$ cat src/rtl/reg_file.sv
// Architectural register file: two combinational read ports, one clocked write port, r0 hardwired to zero.
// Optional write-to-read forwarding is enabled by defining REG_FILE_BYPASS_EN.
module reg_file #(
    parameter int bit_size  = 32,
    parameter int addr_size = 5
) (
    input  logic                 clk,
    input  logic                 rst,
    input  logic                 reg_write,
    input  logic [addr_size-1:0] write_reg,
    input  logic [bit_size-1:0]  write_data,
    input  logic [addr_size-1:0] read_reg1,
    input  logic [addr_size-1:0] read_reg2,
    output logic [bit_size-1:0]  read_data1,
    output logic [bit_size-1:0]  read_data2
);

    localparam int depth = 1 << addr_size;

    logic [bit_size-1:0] regs_r [depth];
    logic                wr_en_s;

    // Index 0 is excluded here so it is never written, not even for one cycle.
    assign wr_en_s = reg_write && (write_reg != {addr_size{1'b0}});

    // Register storage: asynchronous clear, single writeback port.
    always_ff @(posedge clk or negedge rst) begin
        if (!rst) begin
            for (int i = 0; i < depth; i++) begin
                regs_r[i] <= {bit_size{1'b0}};
            end
        end else if (wr_en_s) begin
            regs_r[write_reg] <= write_data;
        end
    end

    // Read port 1 (rs).
    always_comb begin
        read_data1 = {bit_size{1'b0}};
        if (read_reg1 == {addr_size{1'b0}}) begin
            read_data1 = {bit_size{1'b0}};
`ifdef REG_FILE_BYPASS_EN
        end else if (wr_en_s && (write_reg == read_reg1)) begin
            read_data1 = write_data;
`endif
        end else begin
            read_data1 = regs_r[read_reg1];
        end
    end

    // Read port 2 (rt).
    always_comb begin
        read_data2 = {bit_size{1'b0}};
        if (read_reg2 == {addr_size{1'b0}}) begin
            read_data2 = {bit_size{1'b0}};
`ifdef REG_FILE_BYPASS_EN
        end else if (wr_en_s && (write_reg == read_reg2)) begin
            read_data2 = write_data;
`endif
        end else begin
            read_data2 = regs_r[read_reg2];
        end
    end

endmodule
$ cat config.mk
export PLATFORM = sky130hd
export DESIGN_NAME = reg_file
export DESIGN_NICKNAME = d
export VERILOG_FILES = /design/src/rtl/reg_file.sv
export SDC_FILE = /design/constraint.sdc
export NUM_CORES = 2
export LEC_CHECK = 0
export ABC_AREA = 1
export ABC_CLOCK_PERIOD_IN_PS = 2100
export BUFFER_PORTS_ARGS = -buffer_cell sky130_fd_sc_hd__buf_2
export CELL_PAD_IN_SITES_DETAIL_PLACEMENT = 2
export CELL_PAD_IN_SITES_GLOBAL_PLACEMENT = 2
export CORE_ASPECT_RATIO = 0.75
export CORE_MARGIN = 10
export CORE_UTILIZATION = 33
export CTS_BUF_LIST = sky130_fd_sc_hd__clkbuf_4 sky130_fd_sc_hd__clkbuf_8 sky130_fd_sc_hd__clkbuf_16
export CTS_CLUSTER_SIZE = 10
export DETAILED_ROUTE_END_ITERATION = 10
export PLACE_DENSITY_LB_ADDON = 0.2
export SLEW_MARGIN = 20
export SYNTH_ARGS = -nofsm -noshare
export SYNTH_HDL_FRONTEND = slang
export SYNTH_SLANG_ARGS = --single-unit
$ cat constraint.sdc
create_clock -name clk -period 2.1 [get_ports clk]
set_input_delay 0.42 -clock clk [delete_from_list [all_inputs] [get_ports clk]]
set_output_delay 0.42 -clock clk [all_outputs]
set_load 0.005 [all_outputs]
==> impl_metrics.toml <==
[setup_path]
critPathMostFrequentCell = "nand2_2"
arrival_ps = 2240
cp_cell_sequence = "buf_4, nand2_2, nand3_1, nand3_1, nand2_1, nand2_2, nand3_2, nand2_2, nor2_4, buf_6"
crit_type = "flip-flop to output port"
slowest_stage = "dfrtp_1"
cp-end-kind = "output port"
critical_path.max_fanout = 3
cp.depth = 10
max_stage_delay_ps = 410
required_ps = 1680
crit_family = "simple AND/OR/NAND/NOR gates"
crit_buf_inv = 2
startpoint_type = "flip-flop"
reg2reg_depth = 4

[synthesis]
synth-seq-cells = 1024
synth_nets = 8367
syn_inst = 8317
synth_area_um2 = 57000
yosysSeqAreaShare = 0.449
ys_types = 29
syn_avg_cell_area_um2 = 6.85
synth_warnings = 0

[clocking]
path_clk_slew_ps = 60
clock_sinks = 1024
cts_tree = "built"
cts.path.max_buffers = 3
h-tree-depth = 3
cts_made_buffers = 120
worstSkewPairLatency_ps = 790
clockRootBuffer = "clkbuf_16"

[global_routing]
grt_usage = 0.311
grt_pass1_wl_um = 458000
grt_antenna_before_repair = 11
grt_pass1_vias = 68926
grt_overflow = 0
grt_max_degree = 111

[route]
wl_um = 320000
drc = 0
post_drt_wl_per_cell_um = 29.0
vias = 65194
drtIter0Drc = 5726
wl_met2_um = 150000
first_pass_iters = 5
wl_met3_um = 19800
via_per_inst = 5.90
ant_nets = 0
wl_met1_um = 136000
highest_layer = "met5"

[layout]
final_cell_mix = "nand2_1, nand3_1, dfrtp_1, nor2_1, a21oi_1"
area_delta_synth_final_pct = 32.2
drive_above_1_share = 0.233
regMostFlops = "regs_r"
layout_commonest_cell = "nand2_1"
layout.cells.non_filler = 11045
largest_register_ffs = 1024
fill_cells = 19349
largestRegisters = "regs_r x1024"
regArea_um2 = 25600
multi_input_area_um2 = 31300
nNetsFinal = 8745
final_core_utilization = 0.438

[floorplanning]
initial_utilization = 0.331
num_io_pins = 114
fp-row-count = 132
fp.dieW_um = 500
core_area_um2 = 172000
die_h_um = 380
die-area_um2 = 190000

[timing]
worst_pin_slew_ps = 1000
worst_slack_ps = -555
relSlewSlack = 0.328
setup_viol = 64
finClkSkew_ps = 0
layout_worst_path_cycle_share = 1.26
whs_ps = 102
hold_viol = 0
rsz0062_at_grt = "yes"
min_period_ps = 2660
fmax_mhz = 377
fin_tns_setup_ps = -25340
slew_violations = 0

[placed_design]
dp_hpwl_um = 195000
place.gp.congestion = 0.858
io_buffers = 113
post-place-cells = 10586

[power]
finalPower_mw = 67.0
p_leak_nw = 35.1
ir_drop_uv = 714
power_per_cell_area_nw_per_um2 = 890

[status]
violations = "setup timing"
status = "complete, but fails checks"

[min_path]
min_path_type = "input port to asynchronous set/reset pin"

[job]
maxCapViolations = 0
[power by group]
part | switching (mW) | internal, mW | total (mW) | leakage, nW
registers | 4.09 | 23.9 | 28.0 | 12.7
logic | 10.9 | 7.50 | 18.4 | 20.6
clock network | 9.22 | 11.4 | 20.7 | 1.81
total | 24.2 | 42.9 | 67.0 | 35.1
[Yosys cell counts]
cell | count | area [µm²]
clkbuf_2 | 2 | 10.0
buf_1 | 70 | 263
o21ai_1 | 20 | 100
o211ai_1 | 16 | 120
buf_4 | 34 | 255
inv_6 | 1 | 8.76
nand4_1 | 1 | 6.26
nand3_1 | 1371 | 6860
a21oi_1 | 650 | 3250
nand3_2 | 5 | 50.1
inv_2 | 7 | 26.3
nor3_1 | 5 | 25.0
buf_2 | 139 | 696
buf_6 | 5 | 56.3
inv_1 | 103 | 387
nor2_2 | 1 | 6.26
nor3_2 | 2 | 20.0
nor2_1 | 795 | 2980
nor4_4 | 2 | 42.5
nand2_4 | 3 | 33.8
clkbuf_1 | 507 | 1900
nor2_8 | 7 | 140
clkinv_1 | 2 | 7.51
a21oi_2 | 16 | 140
nand2_1 | 2974 | 11200
dfrtp_1 | 1024 | 25600
nand2_2 | 6 | 37.5
o21ai_0 | 542 | 2710
nor2_4 | 7 | 78.8
[worst reg2reg max path: cells and delay by family (launching register included)]
family                 cells  cell delay (ps)
flip-flops                 1              420
buffers and inverters      2              270
AO/OA/AOI/OAI              1              130
AND/OR/NAND/NOR            1               60
[cell type report]
cell class	instances	area share
diodes	12	0.000398
clock buffers	169	0.0457
clock inverters	13	0.00173
inverters	113	0.00699
multi-input cells	6423	0.415
flip-flops and latches	1024	0.340
well taps	2278	0.0378
repair buffers	1012	0.152
repair inverters	1	0.000149
[final timing paths]
| kind | from | end | slack [ps] |
|---|---|---|---|
| worst max-delay path | regs_r[269] | read_data2[13] | -560 |
| worst min-delay path | rst | regs_r[14] | 100 |
| worst max register to register | regs_r[496] | regs_r[496] | 1040 |
| worst min register to register | regs_r[1002] | regs_r[1002] | 400 |
| max in group asynchronous | rst | regs_r[993] | 940 |
| min in group clk | write_data[31] | regs_r[383] | 170 |
[kinds of logic after synthesis]
group / synth area share
buffers and inverters: 0.0634
and+or+nand+nor: 0.376
DFF: 0.449
AOI/OAI and AO/OA: 0.111
[layer usage]
metal,vias to the layer above,GRT usage
met5,-,0
met4,2,0.108
met3,807,0.0466
met2,2434,0.516
met1,34143,0.413
li1,27808,-
[what timing repair did]
item	CTS	global route
resized for setup	490	593
gates cloned	9	13
buffers inserted	91	149
pin swaps	370	531
setup endpoints to repair	64	64
endpoints found under the hold margin	322	0
hold buffers	18	0
[through the flow]
stage / cell area [µm²] / setup WS (ps)
after floorplan: 57000 / -10.9
after global placement: 65300 / -607
after detailed placement: 65300 / -653
after CTS: 71700 / -535
after global routing: 75300 / -655
final: 75400 / -555
Power figures use the tool's default switching activity.
